### src/rtl/if_stage.sv
// Instruction fetch stage: one outstanding instruction-memory read at a time,
// with a single-entry output buffer toward decode and redirect handling.
//
// Ports:
//   clk, reset            - clock, asynchronous active-high reset
//   redirect, redirect_pc - load a new fetch word address (branch/jump/JR)
//   imem_req, imem_addr   - read request and its word address
//   imem_gnt              - memory accepted the request this cycle
//   imem_rvalid, imem_rdata - returned instruction word
//   id_valid, id_instr, id_pc, id_pc_plus1 - instruction offered to decode
//   id_ready              - decode accepts the offered instruction
module if_stage #(
    parameter logic [29:0] RESET_PC = 30'h0000000
) (
    input  logic        clk,
    input  logic        reset,
    input  logic        redirect,
    input  logic [29:0] redirect_pc,
    output logic        imem_req,
    output logic [29:0] imem_addr,
    input  logic        imem_gnt,
    input  logic        imem_rvalid,
    input  logic [31:0] imem_rdata,
    output logic        id_valid,
    output logic [31:0] id_instr,
    output logic [29:0] id_pc,
    output logic [29:0] id_pc_plus1,
    input  logic        id_ready
);

    localparam int unsigned AW = 30;
    localparam int unsigned DW = 32;

    typedef enum logic [1:0] {
        S_IDLE = 2'd0,
        S_REQ  = 2'd1,
        S_WAIT = 2'd2,
        S_HOLD = 2'd3
    } state_t;

    state_t        state, state_n;
    logic [AW-1:0] pc, pc_n;
    logic [AW-1:0] inflight, inflight_n;
    logic          drop, drop_n;
    logic [DW-1:0] instr_q, instr_n;
    logic [AW-1:0] idpc_q, idpc_n;

    // State and datapath registers
    always_ff @(posedge clk or posedge reset) begin
        if (reset) begin
            state    <= S_IDLE;
            pc       <= RESET_PC;
            inflight <= '0;
            drop     <= 1'b0;
            instr_q  <= '0;
            idpc_q   <= '0;
        end else begin
            state    <= state_n;
            pc       <= pc_n;
            inflight <= inflight_n;
            drop     <= drop_n;
            instr_q  <= instr_n;
            idpc_q   <= idpc_n;
        end
    end

    // Next-state, datapath updates and handshake outputs
    always_comb begin
        state_n    = state;
        pc_n       = pc;
        inflight_n = inflight;
        drop_n     = drop;
        instr_n    = instr_q;
        idpc_n     = idpc_q;
        imem_req   = 1'b0;
        id_valid   = 1'b0;

        case (state)
            S_IDLE: begin
                state_n = S_REQ;
                if (redirect) pc_n = redirect_pc;
            end
            S_REQ: begin
                imem_req = 1'b1;
                if (imem_gnt) begin
                    // Grant belongs to the address presented now, even if redirected
                    inflight_n = pc;
                    state_n    = S_WAIT;
                    if (redirect) begin
                        drop_n = 1'b1;
                        pc_n   = redirect_pc;
                    end
                end else if (redirect) begin
                    pc_n = redirect_pc;
                end
            end
            S_WAIT: begin
                if (redirect) pc_n = redirect_pc;
                if (imem_rvalid) begin
                    // Stale response (earlier or same-cycle redirect) is discarded
                    if (drop || redirect) begin
                        drop_n  = 1'b0;
                        state_n = S_REQ;
                    end else begin
                        instr_n = imem_rdata;
                        idpc_n  = inflight;
                        state_n = S_HOLD;
                    end
                end else if (redirect) begin
                    drop_n = 1'b1;
                end
            end
            S_HOLD: begin
                id_valid = ~redirect;
                if (redirect) begin
                    pc_n    = redirect_pc;
                    state_n = S_REQ;
                end else if (id_ready) begin
                    pc_n    = idpc_q + AW'(1);
                    state_n = S_REQ;
                end
            end
            default: state_n = S_IDLE;
        endcase
    end

    assign imem_addr   = pc;
    assign id_instr    = instr_q;
    assign id_pc       = idpc_q;
    assign id_pc_plus1 = idpc_q + AW'(1);

endmodule

### config.mk
export PLATFORM = sky130hd
export DESIGN_NAME = if_stage
export DESIGN_NICKNAME = d
export VERILOG_FILES = /design/src/rtl/if_stage.sv
export SDC_FILE = /design/constraint.sdc
export NUM_CORES = 1
export LEC_CHECK = 0
export CAP_MARGIN = 20
export CORE_ASPECT_RATIO = 0.8
export CORE_MARGIN = 2
export CORE_UTILIZATION = 48
export DETAILED_ROUTE_END_ITERATION = 16
export PLACE_DENSITY = 0.84
export SETUP_SLACK_MARGIN = 0.02
export SLEW_MARGIN = 10
export SYNTH_ARGS = -nofsm -noshare
export SYNTH_HDL_FRONTEND = slang
export SYNTH_SLANG_ARGS = --single-unit
### constraint.sdc
create_clock -name clk -period 10 [get_ports clk]
set_input_delay 1 -clock clk [delete_from_list [all_inputs] [get_ports clk]]
set_output_delay 1 -clock clk [all_outputs]
set_load 0.02 [all_outputs]
==> run_results.csv, run 1 <==
group,metric,value,unit
grt,antenna_found_initial,0,
cts,cts.sinks,125,
power_and_ir_drop,power_density,333,nW/um^2
cts,clock_latency,0.40,ns
synthesis,synth_edf_count,0,
worst_setup_path,cp-end-kind,"output port",
placement,place_area,7710,sq um
grt,grt_pass1_vias,4647,
flow_run,maxCapViolCount,0,
routing,wl_per_cell,18.7,um
placement,port_buffers,191,
hold_path,holdCritStartpoint,"inflight[15]$_DFFE_PP0P_",
synthesis,synth-simple-area-share,12.2,%
worst_setup_path,worstPathArrival,3.04,ns
synthesis,synth_seq_cells,125,
status,outcome,"finished, final reports clean",
sta,relSlewSlack,33.2,%
synthesis,synth_area_per_cell,12.5,sq um
sta,tightest_slew,1.00,ns
routing,drcViolationCount,0,
routing,drt_iter0_drc,299,
cts,clk_pin_slew_worst_paths,0.06,ns
sta,slew_viol_final,0,
synthesis,ys.warnings.count,0,
routing,viasPerCell,5.52,
grt,grt_pass1_wl,24100,um
grt,grt_start_max_net_pins,80,
worst_setup_path,r2r-start,"state[0]$_DFFE_PP0P_",
sta,fin_setup_tns,0,ns
placement,gp_congestion,0.896,
synthesis,netlist_area,5660,sq um
routing,ant_nets,0,
die,fp.coreArea,11500,sq um
layout,area_delta_synth_final,47.2,%
synthesis,synth_cells,454,
grt,grt_overflow,0,
die,ios,192,
synthesis,synth_fp_nets,527,
synthesis,synth_fa_ha_area_share,1.11,%
worst_setup_path,critPathMaxFanout,9,
sta,hold_viol,0,
hold_path,hp-class,"reg -> reg",
routing,first_pass_iters,4,
placement,dp.cells,775,
cts,postCtsSetupRepairBufs,0,
routing,vias,4457,
layout,layout.nets,720,
synthesis,synth_most_common_cell,"dfrtp_1",
placement,dp_hpwl,10700,um
die,start_util,49.1,%
cts,hold_buffers,0,
synthesis,synthTopCellsByCount,"dfrtp_1 (125), mux2_2 (90), nand2_1 (39)",
sta,fin_skew,0.00835,ns
synthesis,synth_xor_area_share,3.71,%
synthesis,synth.distinct_cells,43,
cts,clockBufferDepth,2,
die,rows,35,
sta,rsz0062_at_grt,"false",
synthesis,synthArstFlopShare,100,%
sta,layout_min_cycle_time,4.04,ns
synthesis,synth-compound-area-share,6.23,%
synthesis,synthMuxAreaShare,19.1,%
synthesis,synthTopCellsByArea,"dfrtp_1 (55%), mux2_2 (18%), nand2_1 (2.6%)",
cts,htreeDepth,4,
cts,cts_resized,0,
synthesis,yosysSeqAreaShare,55.3,%
cts,cts_tree,"built",
worst_setup_path,startpoint_type,"register",
layout,diodes,0,
worst_setup_path,worstSetupPathType,"reg -> out",
die,die_y,101,um
power_and_ir_drop,p_leak,3.60,nW
synthesis,yosysTopAreaCell,"dfrtp_1",
synthesis,synth_top_family_by_area,"multiplexers",
die,dieArea,12700,sq um
synthesis,synth_top_area_share,55.3,%
grt,grt_usage,24.4,%
layout,design_area,8330,sq um
layout,stdcell_count,808,
sta,fmaxAchievable,247,MHz
routing,wirelength,15100,um
sta,period_share,40.4,%
sta,final-setup-viol-count,0,
layout,drive_gt1_share,22.1,%
die,die_w,125,um
cts,ctsRootBufferMaster,"clkbuf_16",
worst_setup_path,cp.required,9.00,ns
synthesis,synth_ff_type,"dfrtp_1",
worst_setup_path,crit_path_start,"id_pc[0]$_DFFE_PP0P_",
cts,cts_inserted_buffers,17,
power_and_ir_drop,vdd_drop_max,183,uV
## placed cells by master, fill, tap and decap left out, types with 5 or more instances in the layout
cell             count
and3_1              19
clkdlybuf4s50_1    191
nor4_1               5
clkinv_4             5
o21ai_0             20
clkbuf_16           17
ha_1                 5
a221o_1             12
mux2i_1              7
nand4_1              5
mux2_2              90
xnor2_1             13
nand3_1             14
nor2_1               9
xor2_1              11
dfrtp_1            125
inv_1                5
nand2_1             39
buf_4                6
a21oi_1              6
nor4_2               6
## stage by stage
stage                     utilization [%]  power (mW)  setup slack, ns  hold WS [ns]
after global routing                 72.3        2.92             5.80         0.518
after global placement               67.0        2.13             6.02         0.459
after CTS                            72.2        2.79             5.95         0.497
after floorplan                         -        1.56             5.67         0.444
final                                72.3        2.78             5.96         0.499
after detailed placement             67.0        2.17             5.99         0.482
## critical path, stage by stage, from the launching register on
cell and delay, ns:
dfrtp_1 0.47, ha_1 0.28, nand3_1 0.17, or2_1 0.41, or2_0 0.27, or3_1 0.33, nand2_1 0.09, clkdlybuf4s50_1 0.63
## sequential cells by signal, indices dropped and copies added, names as in the netlist
name and flops:
state 2, drop 1, imem_addr 30, inflight 30
id_pc 30, id_instr 32
## per-layer routing
layer  up-vias  global-route usage [%]  wire [um]
met3        14                    6.18       1000
met1      2269                    32.3       6420
met2       152                    40.8       7560
met5         -                       0          0
li1       2022                       -          -
met4         0                    6.41        160
## power by group
part | internal, mW | switching, mW | total (mW)
Clock | 0.378 | 0.234 | 0.612
Sequential | 0.734 | 0.202 | 0.936
Combinational | 0.630 | 0.598 | 1.23
## path summary, 6_finish.rpt
path | slack (ns) | end | cells past startpoint
worst max-delay path | 5.96 | id_pc_plus1[20] | 7
worst max register to register | 7.50 | id_pc[18]$_DFFE_PP0P_ | 7
max in group asynchronous | 7.57 | inflight[17]$_DFFE_PP0P_ | 3
worst min register to register | 0.50 | id_pc[15]$_DFFE_PP0P_ | 1
min in group asynchronous | 1.02 | imem_addr[23]$_DFFE_PP0P_ | 2
worst min-delay path | 0.50 | id_pc[15]$_DFFE_PP0P_ | 1
## layout make-up
type	instances	area [sq um]
fillers	789	3190
flip-flops and latches	125	3130
multi-input cells	298	2420
repair buffers	198	1970
clock buffers	18	439
well taps	148	185
clock inverters	14	161
inverters	7	28.8
## kinds of logic (layout without fill, tap and decap cells)
kind of cell / Yosys count / after routing
flip-flops: 125 / 125
AND/OR/NAND/NOR: 120 / 120
multiplexers: 97 / 97
AO/OA/AOI/OAI: 52 / 52
buffers and inverters: 31 / 237
XOR/XNOR: 24 / 24
adder cells (fa/ha/maj): 5 / 5
Note: power is estimated with default switching activity, not from simulation.
==> run 2, diff against run 1 <==
- CORE_UTILIZATION: 48 -> 41
- PLACE_DENSITY: 0.84 -> 0.76
- clock period: 10 -> 3.6 ns (I/O delays scaled with it)
==> run_results.csv, run 2 (synthesized netlist as in run 1, its figures left out) <==
group,metric,value,unit
power_and_ir_drop,finalPower,7.77,mW
sta,rsz0062_at_grt,"false",
grt,grt_start_max_net_pins,68,
cts,hold_buffers,0,
layout,drive_gt1_share,21.7,%
cts,cts_resized,0,
routing,drt_iter0_drc,218,
power_and_ir_drop,p_sw,2.84,mW
die,start_util,41.9,%
placement,dp_hpwl,11200,um
grt,grt_pass1_vias,4582,
grt,grt_overflow,0,
sta,fmaxAchievable,298,MHz
layout,design_area,8380,sq um
layout,largest_reg_flops,32,
power_and_ir_drop,power_density,927,nW/um^2
cts,clock_latency,0.41,ns
die,dieArea,14800,sq um
routing,drcViolationCount,0,
hold_path,hp-class,"in -> async",
worst_setup_path,crit_chain,"ha_1 > nand3_1 > or2_1 > or2_0 > or3_1 > nand2_1 > clkdlybuf4s50_1",
status,outcome,"finished, final reports clean",
cts,postCtsSetupRepairBufs,0,
layout,diodes,0,
power_and_ir_drop,p_sw_share,36.5,%
worst_setup_path,crit_buf_inv,1,
power_and_ir_drop,p_int,4.93,mW
layout,final_cell_mix,"clkdlybuf4s50_1 (191), dfrtp_1 (125), mux2_2 (90)",
worst_setup_path,worstPathArrival,2.99,ns
placement,gp_congestion,0.821,
die,die_w,135,um
grt,grt_pass1_wl,24900,um
layout,post-route-util,62.1,%
cts,clk_pin_slew_worst_paths,0.06,ns
routing,vias,4428,
routing,first_pass_iters,4,
sta,relSlewSlack,40.7,%
worst_setup_path,slowest_stage,"clkdlybuf4s50_1",
sta,hold_viol,0,
grt,grt_usage,22.1,%
power_and_ir_drop,p_leak,3.61,nW
sta,setup_slack,0.246,ns
sta,slew_viol_final,0,
routing,wirelength,16000,um
routing,ant_nets,0,
sta,final-setup-viol-count,0,
worst_setup_path,cp.required,3.24,ns
placement,place_area,7790,sq um
worst_setup_path,cp_top_family,"simple AND/OR/NAND/NOR gates",
worst_setup_path,cp-end-kind,"output port",
sta,layout_min_cycle_time,3.35,ns
flow_run,maxCapViolCount,0,
die,fp.coreArea,13500,sq um
worst_setup_path,critical-path-max-stage-delay,0.62,ns
layout,layout.nets,722,
placement,dp_slack,0.674,ns
cts,clockBufferDepth,2,
sta,fin_skew,0.00707,ns
placement,port_buffers,191,
worst_setup_path,worstSetupPathType,"reg -> out",
cts,cts_tree,"built",
sta,tightest_slew,0.889,ns
die,ios,192,
routing,viasPerCell,5.27,
worst_setup_path,startpoint_type,"register",
sta,period_share,93.2,%
die,rows,38,
cts,ctsRootBufferMaster,"clkbuf_16",
grt,antenna_found_initial,0,
routing,wl_per_cell,19.0,um
power_and_ir_drop,pwr-share-seq,33.5,%
layout,final_common_cell,"clkdlybuf4s50_1",
sta,fin_setup_tns,0,ns
power_and_ir_drop,vdd_drop_max,515,uV
worst_setup_path,critPathMaxFanout,9,
power_and_ir_drop,p_clk_share,22.1,%
power_and_ir_drop,p_comb_share,44.5,%
cts,cts_inserted_buffers,17,
die,die_y,109,um
cts,htreeDepth,4,
layout,area_delta_synth_final,48.1,%
cts,cts.sinks,125,
-- run 2: cell types whose count changed in the layout (fill, tap and decap cells not counted) --
cell | before | now
buf_4 | 6 | 8
inv_6 | 4 | 0
clkinv_2 | 0 | 3
clkbuf_8 | 1 | 3
bufinv_16 | 2 | 3
buf_8 | 1 | 0
clkbuf_1 | 0 | 3
clkinv_4 | 5 | 0
clkinvlp_4 | 3 | 2
buf_12 | 0 | 1
inv_4 | 1 | 0
-- run 2: metrics by stage --
step / hold slack [ns] / instances
CTS: 0.411 / 840
global placement: 0.464 / 810
floorplan: 0.444 / 454
global route: 0.487 / 840
detailed placement: 0.473 / 810
finish: 0.400 / 840
-- run 2: worst paths after layout --
kind / to / depth (start not counted) / start / slack [ns]
setup / recovery: id_pc_plus1[20] / 7 / id_pc[0]$_DFFE_PP0P_ / 0.25
hold / removal: id_instr[6]$_DFFE_PP0P_ / 2 / reset / 0.40
setup reg to reg: imem_addr[29]$_DFFE_PP0P_ / 6 / state[1]$_DFFE_PP0P_ / 1.28
hold reg to reg: id_pc[0]$_DFFE_PP0P_ / 2 / inflight[0]$_DFFE_PP0P_ / 0.49
max in group asynchronous: imem_addr[8]$_DFFE_PP0P_ / 3 / reset / 2.39
min in group clk: id_pc[0]$_DFFE_PP0P_ / 2 / inflight[0]$_DFFE_PP0P_ / 0.49
-- run 2: layer usage --
layer / track usage, % / share of wire (%)
met5: 0 / 0
met4: 8.11 / 1.7
met3: 5.21 / 5.2
met2: 35.5 / 48
met1: 29.5 / 45
-- run 2: final cells by class --
type / instances / area (sq um)
Clock buffer: 23 / 478
Clock inverter: 7 / 113
Fill cell: 1065 / 5120
Tap cell: 180 / 225
Sequential cell: 125 / 3130
Timing Repair Buffer: 200 / 1990
Multi-Input combinational cell: 298 / 2420
Inverter: 7 / 30.0
-- run 2: power groups by stage --
stage / Combinational, mW / Sequential (mW) / Clock, mW
6_report: 3.45 / 2.60 / 1.72
3_5_place_dp: 3.46 / 2.61 / 0
5_1_grt: 3.65 / 2.69 / 1.81
2_1_floorplan: 1.31 / 3.02 / 0
3_3_place_gp: 3.42 / 2.56 / 0
4_1_cts: 3.49 / 2.60 / 1.75
-- run 2: worst register-to-register path: cells and delay by family, from the launching register on --
family,cells,cell delay [ns]
AND/OR/NAND/NOR,2,0.43
buffers and inverters,1,0.27
flip-flops,1,0.44
adder cells (fa/ha/maj),1,0.21
AO/OA/AOI/OAI,2,0.86
==> run 3, diff against run 2 <==
--- a/config.mk
+++ b/config.mk
@@ -12,3 +12,3 @@
 export DETAILED_ROUTE_END_ITERATION = 16
-export PLACE_DENSITY = 0.76
+export PLACE_DENSITY = 0.77
 export SETUP_SLACK_MARGIN = 0.02
--- a/constraint.sdc
+++ b/constraint.sdc
@@ -3,2 +3,2 @@
 set_output_delay 0.36 -clock clk [all_outputs]
-set_load 0.02 [all_outputs]
+set_load 0.1 [all_outputs]
==> run_results.csv, run 3 (synthesized netlist as in run 1, its figures left out) <==
group,metric,value,unit
grt,met3_usage,7.30,%
placement,gp_congestion,0.811,
worst_setup_path,reg2reg_to,"imem_addr[28]$_DFFE_PP0P_",
die,start_util,41.9,%
layout,largest_reg_flops,32,
layout,final_common_cell,"clkdlybuf4s50_1",
grt,busiest_layer,"met2",
sta,final-setup-viol-count,0,
grt,antenna_found_initial,0,
layout,design_area,8500,sq um
die,dieArea,14800,sq um
sta,rsz0062_at_grt,"false",
worst_setup_path,slowest_stage,"dfrtp_1",
die,rows,38,
cts,clock_latency,0.42,ns
worst_setup_path,critical-path-max-stage-delay,0.43,ns
hold_path,hp-class,"in -> async",
sta,slew_viol_final,0,
cts,cts_inserted_buffers,17,
cts,postCtsSetupRepairBufs,0,
sta,fin_setup_tns,0,ns
grt,met2_usage,36.9,%
grt,grt_start_max_net_pins,47,
cts,ctsRootBufferMaster,"clkbuf_16",
placement,dp_hpwl,11300,um
cts,cts_tree,"built",
sta,relSlewSlack,30.4,%
sta,hold_viol,0,
worst_setup_path,startpoint_type,"register",
routing,ant_nets,0,
cts,clk_pin_slew_worst_paths,0.05,ns
flow_run,maxCapViolCount,0,
routing,first_pass_iters,4,
worst_setup_path,cp-end-kind,"output port",
routing,vias,4452,
placement,place_area,7860,sq um
grt,use_met1,27.8,%
worst_setup_path,critPathMaxFanout,9,
die,die_y,109,um
sta,fin_skew,0.00887,ns
layout,layout.nets,723,
cts,hold_buffers,0,
cts,clockBufferDepth,2,
status,outcome,"finished, final reports clean",
worst_setup_path,r2r_cells,6,
grt,grt_overflow,0,
die,die_w,135,um
sta,tightest_slew,1.04,ns
die,fp.coreArea,13500,sq um
layout,area_delta_synth_final,50.1,%
layout,final_cell_mix,"clkdlybuf4s50_1 (162), dfrtp_1 (125), mux2_2 (90)",
layout,drive_gt1_share,28.7,%
layout,post-route-util,62.9,%
routing,viasPerCell,5.28,
sta,fmaxAchievable,328,MHz
sta,layout_min_cycle_time,3.05,ns
worst_setup_path,r2r-start,"id_pc[0]$_DFFE_PP0P_",
worst_setup_path,worstSetupPathType,"reg -> out",
grt,grt_usage,22.5,%
die,ios,192,
cts,cts.sinks,125,
grt,grt_pass1_wl,25000,um
layout,diodes,0,
layout,fillers,1047,
routing,drcViolationCount,0,
cts,cts_resized,0,
cts,htreeDepth,4,
routing,wirelength,16000,um
grt,grt_pass1_vias,4733,
worst_setup_path,crit_chain,"ha_1 > nand3_1 > or2_1 > or2_0 > or3_1 > nand2_1 > buf_4",
placement,dp.cells,811,
routing,drt_iter0_drc,243,
worst_setup_path,worstPathArrival,2.69,ns
worst_setup_path,cp.required,3.24,ns
worst_setup_path,r2r_setup_slack,1.33,ns
routing,wl_per_cell,19.0,um
layout,stdcell_count,843,
sta,period_share,84.7,%
placement,port_buffers,191,
==> run 3: cell count changes in the layout (fill, tap and decap cells not counted), moves of 2 or more <==
cell             delta
buf_12              +2
clkdlybuf4s50_1    -29
xnor2_1             -9
xor2_2              +6
buf_4              +28
clkbuf_8            +4
xor2_1              -6
xnor2_2             +9
==> run 3: worst max path at each step <==
stage	from	end	slack, ns
2_1_floorplan	id_pc[8]$_DFFE_PP0P_	imem_addr[13]$_DFFE_PP0P_	0.004
3_3_place_gp	redirect	imem_addr[20]$_DFFE_PP0P_	1.01
3_5_place_dp	redirect	imem_addr[20]$_DFFE_PP0P_	0.91
4_1_cts	id_pc[0]$_DFFE_PP0P_	id_pc_plus1[20]	0.54
5_1_grt	id_pc[0]$_DFFE_PP0P_	id_pc_plus1[20]	0.43
6_report	id_pc[0]$_DFFE_PP0P_	id_pc_plus1[20]	0.55
==> run 3: cell type report <==
type	instances	area [sq um]	area share (%)
sequential	125	3130	36.8
multi-input combinational	298	2530	29.8
timing repair buffer	201	1950	23.0
clock buffer	27	533	6.27
tap	180	225	2.65
clock inverter	5	100	1.18
inverter	7	30.0	0.353
==> run 3: critical path: cells and delay by family, from the launching register on <==
family	cells	cell delay (ns)
and+or+nand+nor	5	1.31
buffers and inverters	1	0.28
DFF	1	0.43
adders and majority gates	1	0.26
==> run 3: metal layers <==
metal | wire, um | share of wire, %
met5 | 0 | 0
met4 | 284 | 1.8
met3 | 1060 | 6.6
met2 | 7760 | 49
met1 | 6870 | 43
==> run 3: stage by stage <==
| stage | worst slack, ns | hold slack (ns) |
|---|---|---|
| after floorplan | 0.00350 | 0.444 |
| after CTS | 0.538 | 0.473 |
| final | 0.550 | 0.458 |
| after global routing | 0.430 | 0.512 |
| after detailed placement | 0.913 | 0.468 |
| after global placement | 1.01 | 0.459 |
Power of run 3 is left out: the tool's default activity adds up to more than one toggle a clock period on the data nets, which glitch-free logic cannot reach.
